## src/rtl/hazard_fwd_ctrl.sv

```systemverilog
// -----------------------------------------------------------------------------
// hazard_fwd_ctrl
//
// Hazard detection and forwarding control for a 5-stage MIPS pipeline
// (F/D/E/M/W). The block keeps a shadow copy of the destination register,
// Tnew and result-source fields of the instructions in E, M and W. From those
// shadows and the decoded fields of the instruction in D, it drives the
// forwarding mux selects and the stall/bubble controls, all combinationally.
//
// Optional feature (compile-time macro HAZARD_STALL_CNT_EN):
//   adds output stall_cnt, a saturating count of clock edges seen with
//   stall=1. It is cleared by reset. When the macro is undefined the port and
//   the counter do not exist.
//
// Ports:
//   clk         in   system clock
//   reset       in   asynchronous, active-low reset
//   rs_d/rt_d   in   source register indices of the D instruction
//   use_rs_d    in   D instruction reads rs
//   use_rt_d    in   D instruction reads rt
//   tuse_rs_d   in   cycles until rs is needed (0=D, 1=E, 2=M)
//   tuse_rt_d   in   same for rt
//   dst_d       in   destination register (0 = no write)
//   tnew_d      in   cycles after entering E until the result is forwardable
//   wsrc_d      in   result source: 00 ALU, 01 DM, 10 PC+8
//   stall       out  freeze PC and the F/D register
//   flush_e     out  load a bubble into the D/E register
//   mf_rs_d_op  out  D-stage rs mux select
//   mf_rt_d_op  out  D-stage rt mux select
//   mf_rs_e_op  out  E-stage rs mux select
//   mf_rt_e_op  out  E-stage rt mux select
//   mf_rt_m_op  out  M-stage rt mux select (bit 1 always 0)
//   stall_cnt   out  stall cycle counter (only with HAZARD_STALL_CNT_EN)
//
// D/E select encoding: 00 register/pipeline value, 01 ALU result in M,
// 10 PC+8 in M, 11 WData from W. M select: 00 RD2_M, 01 WData.
// -----------------------------------------------------------------------------
module hazard_fwd_ctrl #(
    parameter int AW = 5,
    parameter int TW = 2
) (
    input  logic          clk,
    input  logic          reset,
    input  logic [AW-1:0] rs_d,
    input  logic [AW-1:0] rt_d,
    input  logic          use_rs_d,
    input  logic          use_rt_d,
    input  logic [TW-1:0] tuse_rs_d,
    input  logic [TW-1:0] tuse_rt_d,
    input  logic [AW-1:0] dst_d,
    input  logic [TW-1:0] tnew_d,
    input  logic [1:0]    wsrc_d,
    output logic          stall,
    output logic          flush_e,
    output logic [1:0]    mf_rs_d_op,
    output logic [1:0]    mf_rt_d_op,
    output logic [1:0]    mf_rs_e_op,
    output logic [1:0]    mf_rt_e_op,
    output logic [1:0]    mf_rt_m_op
`ifdef HAZARD_STALL_CNT_EN
    ,
    output logic [31:0]   stall_cnt
`endif
);

    // Result source of a producer.
    typedef enum logic [1:0] {
        WSRC_ALU = 2'b00,
        WSRC_DM  = 2'b01,
        WSRC_PC8 = 2'b10
    } wsrc_e;

    // D/E forwarding mux select.
    typedef enum logic [1:0] {
        SEL_REG   = 2'b00,
        SEL_ALU_M = 2'b01,
        SEL_PC8_M = 2'b10,
        SEL_WDATA = 2'b11
    } fwd_sel_e;

    // -------------------------------------------------------------------------
    // Shadow pipeline state
    // -------------------------------------------------------------------------
    logic [AW-1:0] rs_e_q,   rs_e_d;
    logic [AW-1:0] rt_e_q,   rt_e_d;
    logic [AW-1:0] dst_e_q,  dst_e_d;
    logic [TW-1:0] tnew_e_q, tnew_e_d;
    logic [1:0]    wsrc_e_q, wsrc_e_d;

    logic [AW-1:0] rt_m_q,   rt_m_d;
    logic [AW-1:0] dst_m_q,  dst_m_d;
    logic [TW-1:0] tnew_m_q, tnew_m_d;
    logic [1:0]    wsrc_m_q, wsrc_m_d;

    logic [AW-1:0] dst_w_q,  dst_w_d;

    // Forwarding availability of the M-stage producer.
    logic          m_fwd_ok;
    logic [1:0]    m_fwd_code;

    // -------------------------------------------------------------------------
    // Helpers
    // -------------------------------------------------------------------------

    // A producer at some stage forces a stall when the consumer reads the
    // register it writes and the value appears later than it is needed.
    // Register 0 is never a hazard.
    function automatic logic hazard_hit(
        input logic          use_src,
        input logic [AW-1:0] src,
        input logic [TW-1:0] tuse,
        input logic [AW-1:0] dst,
        input logic [TW-1:0] tnew
    );
        return use_src && (src != '0) && (src == dst) && (tnew > tuse);
    endfunction

    // Select for one D/E-stage source operand. M is checked first because it
    // holds the youngest producer. When M writes the register but its value
    // is not ready yet, the older W value would be stale, so nothing is
    // forwarded; the stall logic or a later stage covers that case.
    function automatic logic [1:0] fwd_select(
        input logic [AW-1:0] src,
        input logic [AW-1:0] dst_m,
        input logic          m_ok,
        input logic [1:0]    m_code,
        input logic [AW-1:0] dst_w
    );
        logic [1:0] sel;
        sel = SEL_REG;
        if ((src != '0) && (src == dst_m)) begin
            if (m_ok) begin
                sel = m_code;
            end
        end else if ((src != '0) && (src == dst_w)) begin
            sel = SEL_WDATA;
        end
        return sel;
    endfunction

    // -------------------------------------------------------------------------
    // Hazard detection and forwarding selects
    // -------------------------------------------------------------------------
    // NOTE: every signal written in an always_comb block receives a default
    // at the top so no path leaves it unassigned, which would infer a latch.
    always_comb begin
        m_fwd_ok   = 1'b0;
        m_fwd_code = SEL_REG;
        stall      = 1'b0;
        mf_rs_d_op = SEL_REG;
        mf_rt_d_op = SEL_REG;
        mf_rs_e_op = SEL_REG;
        mf_rt_e_op = SEL_REG;
        mf_rt_m_op = 2'b00;

        // Only ALU and PC+8 results exist in M; a load result needs W.
        if (tnew_m_q == '0) begin
            if (wsrc_m_q == WSRC_ALU) begin
                m_fwd_ok   = 1'b1;
                m_fwd_code = SEL_ALU_M;
            end else if (wsrc_m_q == WSRC_PC8) begin
                m_fwd_ok   = 1'b1;
                m_fwd_code = SEL_PC8_M;
            end
        end

        // E is never a forward source, so both E and M producers can stall.
        stall = hazard_hit(use_rs_d, rs_d, tuse_rs_d, dst_e_q, tnew_e_q)
              | hazard_hit(use_rs_d, rs_d, tuse_rs_d, dst_m_q, tnew_m_q)
              | hazard_hit(use_rt_d, rt_d, tuse_rt_d, dst_e_q, tnew_e_q)
              | hazard_hit(use_rt_d, rt_d, tuse_rt_d, dst_m_q, tnew_m_q);

        mf_rs_d_op = fwd_select(rs_d,   dst_m_q, m_fwd_ok, m_fwd_code, dst_w_q);
        mf_rt_d_op = fwd_select(rt_d,   dst_m_q, m_fwd_ok, m_fwd_code, dst_w_q);
        mf_rs_e_op = fwd_select(rs_e_q, dst_m_q, m_fwd_ok, m_fwd_code, dst_w_q);
        mf_rt_e_op = fwd_select(rt_e_q, dst_m_q, m_fwd_ok, m_fwd_code, dst_w_q);

        // Store data in M can only still be stale w.r.t. the W producer.
        if ((rt_m_q != '0) && (rt_m_q == dst_w_q)) begin
            mf_rt_m_op = 2'b01;
        end
    end

    // The bubble is loaded in the same cycle the PC and F/D register freeze.
    assign flush_e = stall;

    // -------------------------------------------------------------------------
    // Shadow pipeline next state
    // -------------------------------------------------------------------------
    always_comb begin
        rs_e_d   = rs_d;
        rt_e_d   = rt_d;
        dst_e_d  = dst_d;
        tnew_e_d = tnew_d;
        wsrc_e_d = wsrc_d;
        if (stall) begin
            rs_e_d   = '0;
            rt_e_d   = '0;
            dst_e_d  = '0;
            tnew_e_d = '0;
            wsrc_e_d = '0;
        end

        rt_m_d   = rt_e_q;
        dst_m_d  = dst_e_q;
        tnew_m_d = (tnew_e_q == '0) ? '0 : tnew_e_q - TW'(1);
        wsrc_m_d = wsrc_e_q;

        dst_w_d  = dst_m_q;
    end

    // NOTE: sequential state is updated with non-blocking assignments so all
    // shadow stages sample their predecessors' old values on the same edge.
    always_ff @(posedge clk or negedge reset) begin
        if (!reset) begin
            rs_e_q   <= '0;
            rt_e_q   <= '0;
            dst_e_q  <= '0;
            tnew_e_q <= '0;
            wsrc_e_q <= '0;
            rt_m_q   <= '0;
            dst_m_q  <= '0;
            tnew_m_q <= '0;
            wsrc_m_q <= '0;
            dst_w_q  <= '0;
        end else begin
            rs_e_q   <= rs_e_d;
            rt_e_q   <= rt_e_d;
            dst_e_q  <= dst_e_d;
            tnew_e_q <= tnew_e_d;
            wsrc_e_q <= wsrc_e_d;
            rt_m_q   <= rt_m_d;
            dst_m_q  <= dst_m_d;
            tnew_m_q <= tnew_m_d;
            wsrc_m_q <= wsrc_m_d;
            dst_w_q  <= dst_w_d;
        end
    end

`ifdef HAZARD_STALL_CNT_EN
    // -------------------------------------------------------------------------
    // Saturating stall cycle counter
    // -------------------------------------------------------------------------
    logic [31:0] stall_cnt_q, stall_cnt_d;

    always_comb begin
        stall_cnt_d = stall_cnt_q;
        if (stall && (stall_cnt_q != 32'hFFFF_FFFF)) begin
            stall_cnt_d = stall_cnt_q + 32'd1;
        end
    end

    always_ff @(posedge clk or negedge reset) begin
        if (!reset) begin
            stall_cnt_q <= '0;
        end else begin
            stall_cnt_q <= stall_cnt_d;
        end
    end

    assign stall_cnt = stall_cnt_q;
`endif

endmodule
```

## config.mk

```make
export PLATFORM = sky130hd
export DESIGN_NAME = hazard_fwd_ctrl
export DESIGN_NICKNAME = d
export VERILOG_FILES = /design/src/rtl/hazard_fwd_ctrl.sv
export SDC_FILE = /design/constraint.sdc
export NUM_CORES = 1
export LEC_CHECK = 0
export BUFFER_PORTS_ARGS = -buffer_cell sky130_fd_sc_hd__buf_2
export CELL_PAD_IN_SITES_DETAIL_PLACEMENT = 1
export CELL_PAD_IN_SITES_GLOBAL_PLACEMENT = 2
export CORE_MARGIN = 4
export CORE_UTILIZATION = 33
export CTS_BUF_LIST = sky130_fd_sc_hd__clkbuf_8
export DETAILED_ROUTE_END_ITERATION = 12
export PLACE_DENSITY_LB_ADDON = 0.1
export SLEW_MARGIN = 0
export SYNTH_ARGS = -nofsm -noshare
export SYNTH_HDL_FRONTEND = slang
export SYNTH_SLANG_ARGS = --single-unit
export TNS_END_PERCENT = 50
```

## constraint.sdc

```tcl
create_clock -name clk -period 1.66 [get_ports clk]
set_input_delay 0.083 -clock clk [delete_from_list [all_inputs] [get_ports clk]]
set_output_delay 0.083 -clock clk [all_outputs]
set_load 0.02 [all_outputs]
```

# --- Yosys cells after proc, flatten, opt, wreduce, memory -nomap -nowiden ---
# Cells that the tools add are included.
word_totals:
  ff_bits: 38
  inputBits: 27
op_classes:
  addsub: 1
  n_lt_le_gt_ge: 4
  n_eq_ne: 12
  muxes: 22
  n_bitwise: 3
  reduce_logical: 27
ops:
  columns: ["operator", "n"]
  rows:
  - ["5-bit equality test", 11]
  - ["2-bit 2-to-1 mux", 15]
  - ["5-bit nonzero test", 5]
  - ["1-bit logical AND", 19]
  - ["5-bit 2-to-1 mux", 3]
  - ["2-bit > comparator", 4]
  - ["2-bit zero test", 3]
  - ["1-bit 2-to-1 mux", 4]
  - ["1-bit bitwise OR", 3]
  - ["2-bit equality test (second input constant)", 1]
  - ["2-bit by 1-bit subtractor with 2-bit output (second input constant)", 1]

# --- Logic depth before layout (Yosys ltp) ---
# Gate-level depths: netlist of the first run.
logic_depth:
  word_depth: 8
  mapped_depth: 9
  ltp_nobuf: 7

# --- Least setup slack after synthesis of the first run ---
# No wires, ideal clock.
synth_timing:
  kind: "reg-to-output"
  from: "register tnew_e_q[1]"
  to: "output port stall"
  arrival_time_ps: 1884
  required_ps: 1577
  slack_ps: -307
  path_stages_with_launch: 9
  path_buffers: 2
  path_cell_list: "dfrtp_1 ha_1 nand2_1 nand4_1 nor4_1 o21a_1 buf_2 a21o_1 buf_4"
synth_between:
  elab_chain_cells: 5
  word_cells_on_any_way: 7
  classes_between: "order compare (2); bitwise (3); reduce/logical (2)"
synth_rtl:
  columns: ["item", "line_no", "source"]
  rows:
  - ["start, declared", "87", "logic [TW-1:0] tnew_e_q, tnew_e_d;"]
  - ["start signal, assigned", "230", "tnew_e_q <= tnew_e_d;"]
  - ["2-bit > comparator", "115", "return use_src && (src != '0) && (src == dst) && (tnew > tuse);"]
  - ["1-bit logical AND", "115", null]
  - ["1-bit bitwise OR", "169", "| hazard_hit(use_rs_d, rs_d, tuse_rs_d, dst_m_q, tnew_m_q)"]
  - ["1-bit bitwise OR *", "170", "| hazard_hit(use_rt_d, rt_d, tuse_rt_d, dst_e_q, tnew_e_q)"]
  - ["1-bit bitwise OR *", "171", "| hazard_hit(use_rt_d, rt_d, tuse_rt_d, dst_m_q, tnew_m_q);"]
  - ["end, declared", "53", "output logic stall,"]
# Mark *: on every way between the ends. The rest lies on a longest branch, timed or not.

# --- Worst setup path after layout of the first run ---
# Same ends and word-level chain as after synthesis.

==> metrics.md, run 1 <==
| Metric | Value |
|---|---|
| Outcome | `finished with violations` |
| Violated checks | `setup timing` |
| Comb pwr share | `25.7%` |
| Clock power share | `35.9%` |
| R2R Path End | `wsrc_e_q[0]` |
| Synth top area cells | `dfrtp_1, xnor2_1, a211oi_2, xor2_1, ha_1` |
| GRT Resource Usage Total | `16.9%` |
| Setup slack on the worst flop-to-flop path | `-0.27 ns` |
| Max FO, Critical Path | `3` |
| Cells after DPL | `406` |
| Routed vias/inst | `4.63` |
| GRT overflow | `0` |
| Commonest non-fill, non-tap cells in the layout | `buf_4, dfrtp_1, xnor2_1` |
| Leak | `1.66 nW` |
| Non-Filler Instances | `430` |
| Fmax | `480 MHz` |
| CP endpoint kind | `primary output` |
| Syn Area/Cell | `10.3 um^2` |
| Die area | `0.00860 mm^2` |
| WP buf/inv | `1` |
| Routed Antenna Nets | `0` |
| FP Rows | `30` |
| FF/Latch Area | `952 um^2` |
| Critical path depth | `7` |
| Placement Setup Slack | `-0.217 ns` |
| CP Class | `reg -> out` |
| Share of the synthesized area in the top cell type | `40.1%` |
| Rel. slew slack | `66.6%` |
| Post-DP HPWL | `5360 um` |
| CP startpoint | `tnew_e_q[1]` |
| Worst-margin pin slew | `0.501 ns` |
| Avg WL per Cell | `16.4 um` |
| Worst min path class | `in -> reg` |
| Yosys cell types | `34` |
| RSZ-0062 raised after global routing | `yes` |
| Register area share after synthesis | `40.1%` |
| Cell count after synthesis | `231` |
| Detailed Routing Iterations Pass 1 | `4` |
| RR Startpoint | `tnew_e_q[1]` |
| Power per cell area | `743 mW/mm^2` |
| Worst Reg-to-Reg Cells | `8` |
| CTS clk-pin slew, worst paths | `0.08 ns` |
| Yosys warning count | `0` |
| CP Cell Sequence | `ha_1, nor2b_4, o2111ai_2, nor4b_2, a21o_1, a21o_4, buf_6` |
| Layout cell share with drive strength beyond 1 | `53.0%` |
| Post-layout util | `53.5%` |
| Post-Syn Area | `0.00237 mm^2` |
| Syn_nets | `266` |
| Vias in the first global route | `2137` |
| Total negative slack | `-7.98 ns` |
| Switching power | `0.000735 W` |
| Via count | `1989` |
| Initial antenna violation count | `0` |
| Max cap viols | `0` |
| Synth area leader | `dfrtp_1` |
| Internal | `0.00199 W` |
| Die Wd | `92.7 um` |
| # clock sinks | `38` |
| Post-synth EDFFs | `0` |
| Fin crit period | `2.08 ns` |
| Initial Util | `34.5%` |
| Multi-input gate area | `0.00149 mm^2` |
| First-pass GRT wire length | `11200 um` |
| CP peak stage delay | `0.41 ns` |
| Final hold slack | `0.0108 ns` |
| Clk buf depth | `2` |
| CTS H-tree depth | `2` |
| Core Area | `0.00687 mm^2` |
| Chip Height | `92.7 um` |
| Largest net degree at the start of global routing | `39` |
| IO buf count | `37` |
| RD Place Congestion | `0.780` |
| FF+latch count, synth | `38` |
| Async SR Flop Fraction | `100%` |
| Max-slew violation count | `0` |
| TritonCTS clock tree | `built` |
| I/O Pins | `39` |
| Final Net Count | `368` |
| CTS root buf | `clkbuf_8` |
| Slowest CP cell | `dfrtp_1` |
| Clk_skew | `0.00778 ns` |
| Final WL | `7050 um` |
| Iter 0 DRT Violations | `63` |
| Synth-to-layout area growth | `55.1%` |
| TritonCTS buffer count | `5` |
| Sequential power share | `38.3%` |
| Final setup violation count | `29` |
| Worst vdd ir | `0.418 mV` |
| Commonest non-fill, non-tap cell in the layout | `buf_4` |
| Synth Flop Type | `dfrtp_1` |
| CP endpoint | `stall` |
| Crit path max-delay family | `compound AO/OA/AOI/OAI gates` |
| # fillers | `756` |
| CP startpoint kind | `flip-flop` |
| Final hold vios | `0` |
| N_diodes | `0` |
| Worst-Skew Late Latency | `0.29 ns` |
| # DRC | `0` |
| Final setup margin | `-0.422 ns` |
| Tcrit/Tclk final | `125%` |
| Net switching share of the total power | `26.9%` |
| WP data arrival | `2.00 ns` |
| CP required | `1.58 ns` |
==> what timing repair did <==
item	4_1_cts	5_1_grt
pin swaps	15	17
endpoints found under the setup margin	30	30
setup buffers	6	9
cloned	0	1
endpoints found under the hold margin	40	0
hold buffers	3	0
resized for setup	36	29
==> cells by family after synthesis <==
group,share of synthesized area (%)
adders and majority gates,4.22
and+or+nand+nor,13.6
AOI/OAI and AO/OA,13.8
buffers and inverters,8.13
xor gates and xnor gates,20.0
DFF,40.1
other,0.158
==> synthesized netlist by cell type (3+ instances only) <==
cell	n
nand3_1	11
clkbuf_1	6
buf_6	3
xor2_1	14
o41ai_1	4
a211oi_2	16
nor4_1	5
dfrtp_1	38
buf_2	4
a21oi_1	6
ha_1	8
nand2_1	11
nor2_1	5
xnor2_1	40
inv_1	23
clkbuf_2	3
nor3b_2	3
nor3_1	6
or4_1	4
==> power by group through the flow <==
stage / clock network [W] / registers, W / logic, W
after floorplan: 0 / 0.00105 / 0.000334
after global placement: 0 / 0.00106 / 0.000558
after detailed placement: 0 / 0.00106 / 0.000569
after CTS: 0.00100 / 0.00105 / 0.000632
after global routing: 0.00105 / 0.00105 / 0.000768
final: 0.000981 / 0.00105 / 0.000703
==> worst min-delay path by stage <==
stage / cells after the start / slack [ns] / endpoint / start
floorplan: 0 / -0.21 / dst_e_q[0] / reset
global placement: 2 / 0.16 / rt_m_q[0] / reset
detailed placement: 2 / 0.17 / rt_e_q[3] / reset
CTS: 3 / 0.0009 / dst_e_q[1] / dst_d[1]
global route: 3 / 0.02 / tnew_e_q[1] / tnew_d[1]
finish: 3 / 0.01 / dst_e_q[1] / dst_d[1]
==> state kept, by name, summed over array words and instances (netlist names) <==
signal / flops
rs_e_q: 5
wsrc_m_q: 2
dst_w_q: 5
tnew_e_q: 2
rt_m_q: 5
tnew_m_q: 2
rt_e_q: 5
wsrc_e_q: 2
dst_e_q: 5
dst_m_q: 5
==> layer usage <==
layer  global-route usage, %  wire length [um]  up-vias
met4                    4.76                84        0
met3                    2.68               220        7
met2                    25.6              3210       35
met5                       0                 0        -
li1                        -                 -      984
met1                    24.7              3540      963
==> metrics by stage <==
stage	total power, W	cell area, um^2
after floorplan	0.00138	2420
after global placement	0.00162	3080
after detailed placement	0.00163	3080
after CTS	0.00268	3440
after global routing	0.00288	3670
final	0.00273	3670
==> final cells by class <==
class,count,area share (%)
clock buffers,6,2.25
clock inverters,2,1.63
inverters,23,2.35
multi-input cells,152,40.6
flip-flops and latches,38,25.9
well taps,96,3.27
repair buffers,113,24.0
==> worst reg2reg max path: cells and delay by family (launching register included) <==
| kind | cells | cell delay [ns] |
|---|---|---|
| and+or+nand+nor | 2 | 0.41 |
| DFF | 1 | 0.41 |
| AOI/OAI and AO/OA | 3 | 0.40 |
| adders and majority gates | 1 | 0.31 |
| buffers and inverters | 2 | 0.29 |
Note: power is estimated with default switching activity, not from simulation.
==> run 2: changes to the inputs <==
- CELL_PAD_IN_SITES_DETAIL_PLACEMENT: 1 -> default
- CELL_PAD_IN_SITES_GLOBAL_PLACEMENT: 2 -> default
- CORE_UTILIZATION: 33 -> 40
- PLACE_DENSITY_LB_ADDON: 0.1 -> default
==> run 2 against run 1 <==
Effect of this change: the flow still finishes with violations (setup timing); clock-buffer cell count did not move; sequential share of layout area increased by 1.3 points; first-iteration DRC count grew 44%; largest power group unchanged; highest routed layer unchanged.
==> metrics.md, run 2 (synthesis results as in run 1) <==
| Metric | Value |
|---|---|
| CP peak stage delay | `0.44 ns (+0.03 ns)` |
| Design Power | `0.00239 W (-13%)` |
| Die Wd | `85.0 um (-8.4%)` |
| CP startpoint kind | `flip-flop` |
| # DRC | `0 (unchanged)` |
| Routed vias/inst | `4.98 (+7.6%)` |
| # fillers | `448 (-41%)` |
| N_diodes | `0 (unchanged)` |
| Max FO, Critical Path | `4 (+1)` |
| IO buf count | `37 (unchanged)` |
| Post-layout util | `62.2% (+8.7 points)` |
| Final Net Count | `349 (-5.2%)` |
| Max-slew violation count | `0 (unchanged)` |
| Die area | `0.00722 mm^2 (-16%)` |
| Violated checks | `setup timing` |
| GRT overflow | `0 (unchanged)` |
| Slowest CP cell | `dfrtp_2` |
| Fin crit period | `2.06 ns (-0.0189 ns)` |
| Outcome | `finished with violations` |
| Crit path max-delay family | `flip-flops` |
| Multi-input gate area | `0.00156 mm^2 (+4.6%)` |
| Core Area | `0.00564 mm^2 (-18%)` |
| Initial antenna violation count | `0 (unchanged)` |
| Fmax | `485 MHz (+0.92%)` |
| WP data arrival | `1.98 ns (-0.02 ns)` |
| CTS H-tree depth | `2 (unchanged)` |
| Detailed Routing Iterations Pass 1 | `4 (unchanged)` |
| RD Place Congestion | `0.886 (+13%)` |
| Final WL | `6660 um (-5.5%)` |
| GR peak layer | `met2` |
| CP Class | `reg -> out` |
| TritonCTS buffer count | `5 (unchanged)` |
| Final setup violation count | `30 (+3.4%)` |
| First-pass GRT wire length | `10000 um (-10%)` |
| FP Rows | `27 (-10%)` |
| Routed Antenna Nets | `0 (unchanged)` |
| Avg WL per Cell | `17.2 um (+5.0%)` |
| Met3 Use GR | `2.23% (-0.45 points)` |
| CP endpoint kind | `primary output` |
| Initial Util | `42.0% (+7.5 points)` |
| Iter 0 DRT Violations | `91 (+44%)` |
| Max cap viols | `0 (unchanged)` |
| # clock sinks | `38 (unchanged)` |
| Power per cell area | `680 mW/mm^2 (-8.4%)` |
| Commonest non-fill, non-tap cells in the layout | `buf_4, dfrtp_1, xnor2_1` |
| Worst min path class | `in -> reg` |
| Grt met2 use | `29.9% (+4.3 points)` |
| Chip Height | `85.0 um (-8.4%)` |
| Final hold vios | `0 (unchanged)` |
| TritonCTS clock tree | `built` |
| Layout cell share with drive strength beyond 1 | `52.4% (-0.61 points)` |
| Tcrit/Tclk final | `124% (-1.1 points)` |
| FF/Latch Area | `953 um^2 (+0.13%)` |
| Largest net degree at the start of global routing | `39 (unchanged)` |
| Final hold slack | `0.0137 ns (+0.00291 ns)` |
| CP required | `1.58 ns (about the same)` |
| CTS clk-pin slew, worst paths | `0.07 ns (about the same)` |
| Worst-Skew Late Latency | `0.28 ns (about the same)` |
| CTS root buf | `clkbuf_8` |
| I/O Pins | `39 (unchanged)` |
| RSZ-0062 raised after global routing | `yes` |
| WP buf/inv | `1 (unchanged)` |
| Worst vdd ir | `0.440 mV (+5.2%)` |
| Clk buf depth | `2 (unchanged)` |
| CP Cell Sequence | `ha_4, nor2b_4, o2111ai_2, nor4b_2, a21o_1, a21o_4, buf_4` |
| Leak | `1.56 nW (-5.9%)` |
| Post-DP HPWL | `4630 um (-14%)` |
| Via count | `1926 (-3.2%)` |
| Vias in the first global route | `1990 (-6.9%)` |
| Synth-to-layout area growth | `48.0%` |
| Commonest non-fill, non-tap cell in the layout | `buf_4` |
| Final setup margin | `-0.403 ns (+0.0189 ns)` |
| GRT Resource Usage Total | `17.7% (+0.87 points)` |
| Clk_skew | `0.00534 ns (-0.00245 ns)` |
| Routing usage on met1 | `23.9% (-0.86 points)` |
==> run 2: worst register-to-register path, stage by stage (launching register included) <==
cell and delay, ns:
dfrtp_2 0.44, ha_4 0.28, nor2b_4 0.15, o2111ai_2 0.13, nor4b_2 0.26, a21o_1 0.20, buf_4 0.16, bufbuf_16 0.27
nor3b_2 0.05
==> run 2: per-stage QoR <==
step / worst slack [ns] / setup TNS, ns / cell area (um^2) / cells
floorplan: -0.0997 / -0.338 / 2420 / 231
global placement: -0.165 / -3.59 / 2920 / 364
detailed placement: -0.177 / -3.86 / 2920 / 364
CTS: -0.405 / -8.53 / 3320 / 382
global route: -0.487 / -11.64 / 3510 / 387
finish: -0.403 / -9.40 / 3510 / 387
==> run 2: routing by layer <==
layer  share of wire, %  wire [um]
met1                 44       2930
met2                 50       3350
met3                3.9        262
met4                1.7        113
met5                  0          0
==> run 2: cell type report <==
class	count	area share, %
Clock buffer	6	2.35
Tap cell	72	2.57
Inverter	23	2.46
Timing Repair Buffer	94	20.7
Clock inverter	2	0.250
Multi-Input combinational cell	152	44.5
Sequential cell	38	27.2
==> run 2: repair_timing <==
item | in CTS | in global routing
setup endpoints to repair | 30 | 30
buffers inserted | 9 | 5
hold endpoints to repair | 38 | 0
resized for setup | 43 | 26
hold buffers | 1 | 0
gates cloned | 1 | 0
pin swaps | 24 | 20
==> run 2: power breakdown <==
| group | switching, W | internal, W | total [W] |
|---|---|---|---|
| Clock | 0.000309 | 0.000329 | 0.000637 |
| Combinational | 0.000348 | 0.000352 | 0.000700 |
| Sequential | 0.0000621 | 0.000988 | 0.00105 |
==> run 2: final timing paths <==
check | from | endpoint | slack (ns) | cells past startpoint
min in group asynchronous | reset | rs_e_q[1] | 0.37 | 3
setup reg to reg | tnew_e_q[1] | rs_e_q[3] | -0.38 | 8
setup / recovery | tnew_e_q[1] | stall | -0.40 | 7
hold / removal | dst_d[0] | dst_e_q[0] | 0.01 | 3
hold reg to reg | wsrc_e_q[0] | wsrc_m_q[0] | 0.42 | 0
max in group asynchronous | reset | dst_m_q[0] | 0.92 | 3
==> run 3: changes to the inputs <==
- PLACE_DENSITY: default -> 0.7
- TNS_END_PERCENT: 50 -> 20
==> run 3 against run 2 <==
Effect of this change: the run still ends with setup timing left; sequential cell count unchanged; wire length decreased by 14%; non-clock buffer count decreased by 14; critical path depth unchanged; critical endpoint is now flush_e; largest cell class unchanged.
==> metrics.md, run 3 (synthesis results as in run 1) <==
| Metric | Value |
|---|---|
| Outcome | `finished with violations` |
| Violated checks | `setup timing` |
| WP data arrival | `1.93 ns (-0.05 ns)` |
| Post-DP HPWL | `4340 um (-6.3%)` |
| IO buf count | `37 (unchanged)` |
| Net switching share of the total power | `28.9% (-1.2 points)` |
| I/O Pins | `39 (unchanged)` |
| # clock sinks | `38 (unchanged)` |
| Setup slack on the worst flop-to-flop path | `-0.30 ns (+0.08 ns)` |
| Detailed Routing Iterations Pass 1 | `4 (unchanged)` |
| CP Class | `reg -> out` |
| Clk buf depth | `2 (unchanged)` |
| Fin crit period | `2.02 ns (-0.0464 ns)` |
| CTS clk-pin slew, worst paths | `0.07 ns (about the same)` |
| Final hold slack | `0.0127 ns (-0.000947 ns)` |
| Placement Setup Slack | `-0.185 ns (-0.00800 ns)` |
| FF/Latch Area | `953 um^2 (unchanged)` |
| Iter 0 DRT Violations | `113 (+24%)` |
| CP required | `1.58 ns (about the same)` |
| N_diodes | `0 (unchanged)` |
| GRT Resource Usage Total | `16.5% (-1.2 points)` |
| Max FO, Critical Path | `3 (-1)` |
| Tcrit/Tclk final | `121% (-2.8 points)` |
| Worst vdd ir | `0.361 mV (-18%)` |
| Worst-Skew Late Latency | `0.29 ns (about the same)` |
| Max cap viols | `0 (unchanged)` |
| Initial antenna violation count | `0 (unchanged)` |
| FP Rows | `27 (unchanged)` |
| Fmax | `496 MHz (+2.3%)` |
| # fillers | `456 (+1.8%)` |
| TritonCTS clock tree | `built` |
| Rel. slew slack | `44.5%` |
| # DRC | `0 (unchanged)` |
| Final setup violation count | `29 (-3.3%)` |
| Synth-to-layout area growth | `36.3%` |
| GRT overflow | `0 (unchanged)` |
| RSZ-0062 raised after global routing | `yes` |
| Sequential power share | `46.4% (+2.4 points)` |
| Final Net Count | `335 (-4.0%)` |
| Worst-margin pin slew | `0.832 ns` |
| Via count | `1859 (-3.5%)` |
| Leak | `1.42 nW (-9.2%)` |
| Die Wd | `85.0 um (unchanged)` |
| Die area | `0.00722 mm^2 (unchanged)` |
| Total negative slack | `-8.26 ns (+1.14 ns)` |
| CTS root buf | `clkbuf_8` |
| Initial Util | `42.0% (unchanged)` |
| Final setup margin | `-0.357 ns (+0.0464 ns)` |
| Post-layout util | `57.3% (-4.9 points)` |
| First-pass GRT wire length | `9240 um (-7.8%)` |
| Core Area | `0.00564 mm^2 (unchanged)` |
| Avg WL per Cell | `15.4 um (-11%)` |
| Clk_skew | `0.00769 ns (+0.00235 ns)` |
| Routed Antenna Nets | `0 (unchanged)` |
| CTS H-tree depth | `2 (unchanged)` |
| Vias in the first global route | `1928 (-3.1%)` |
| Chip Height | `85.0 um (unchanged)` |
| Internal | `0.00160 W (-3.9%)` |
| TritonCTS buffer count | `5 (unchanged)` |
| Power per cell area | `699 mW/mm^2 (+2.7%)` |
| Final WL | `5720 um (-14%)` |
| Largest net degree at the start of global routing | `39 (unchanged)` |
| Design area | `0.00323 mm^2 (-7.9%)` |
| Multi-input gate area | `0.00143 mm^2 (-8.4%)` |
| Max-slew violation count | `0 (unchanged)` |
| Clock power share | `27.4% (+0.7 points)` |
| CP endpoint kind | `primary output` |
| Layout cell share with drive strength beyond 1 | `45.5% (-6.9 points)` |
| Routed vias/inst | `5.01 (+0.68%)` |
| Area after DPL | `0.00286 mm^2 (-2.0%)` |
| Comb pwr share | `26.2% (-3.1 points)` |
| RD Place Congestion | `0.889 (+0.41%)` |
| Worst min path class | `in -> reg` |
| CP startpoint kind | `flip-flop` |
| Switching power | `0.000654 W (-9.0%)` |
| Commonest non-fill, non-tap cells in the layout | `xnor2_1, buf_4, dfrtp_1` |
| Final hold vios | `0 (unchanged)` |
[run 3: cell count changes in the layout (fill, tap and decap cells not counted), moves of 4 or more]
cell	delta
xnor2_1	+5
buf_4	-12
xnor2_2	-4
buf_6	-4
[run 3: per-layer routing]
metal,GRT usage [%],share of wire [%]
met3,3.01,5.5
met1,21.1,43
met2,27.0,49
met4,7.77,2.6
met5,0,0
[run 3: area by class of cell]
type | count | area share (%)
Multi-Input combinational cell | 152 | 44.2
Sequential cell | 38 | 29.5
Timing Repair Buffer | 80 | 18.2
Tap cell | 72 | 2.79
Inverter | 23 | 2.67
Clock buffer | 6 | 2.56
[run 3: power by group through the flow]
stage	Sequential, W	Clock, W	Combinational [W]
6_report	0.00105	0.000619	0.000591
5_1_grt	0.00106	0.000674	0.000649
4_1_cts	0.00105	0.000625	0.000553
3_5_place_dp	0.00106	0	0.000517
3_3_place_gp	0.00106	0	0.000508
2_1_floorplan	0.00105	0	0.000331
[run 3: worst paths after layout]
path | depth (start not counted) | from | endpoint
setup / recovery | 7 | tnew_e_q[1] | flush_e
hold / removal | 3 | wsrc_d[0] | wsrc_e_q[0]
setup reg to reg | 9 | tnew_e_q[1] | rt_e_q[3]
hold reg to reg | 0 | wsrc_e_q[0] | wsrc_m_q[0]
max in group asynchronous | 2 | reset | tnew_e_q[1]
min in group asynchronous | 2 | reset | rt_e_q[3]
[run 3: through the flow]
| step | std cells | total power [W] |
|---|---|---|
| after global routing | 371 | 0.00238 |
| final | 371 | 0.00226 |
| after CTS | 370 | 0.00222 |
| after floorplan | 231 | 0.00138 |
| after global placement | 359 | 0.00157 |
| after detailed placement | 359 | 0.00158 |
[run 3: worst max-delay path, cell delays in order (launching register included)]
cell and delay (ns):
dfrtp_2 0.44, ha_4 0.27, nor2b_1 0.12, o2111ai_1 0.14, nor4b_2 0.26, a21o_1 0.17
a21o_4 0.12, buf_6 0.11
[run 3: timing repair]
item | CTS | global route
endpoints found under the setup margin | 29 | 30
hold buffers | 1 | 0
gates resized for setup | 29 | 22
cloned | 0 | 0
pin swaps | 12 | 10
setup buffers | 4 | 1
hold endpoints to repair | 38 | 0
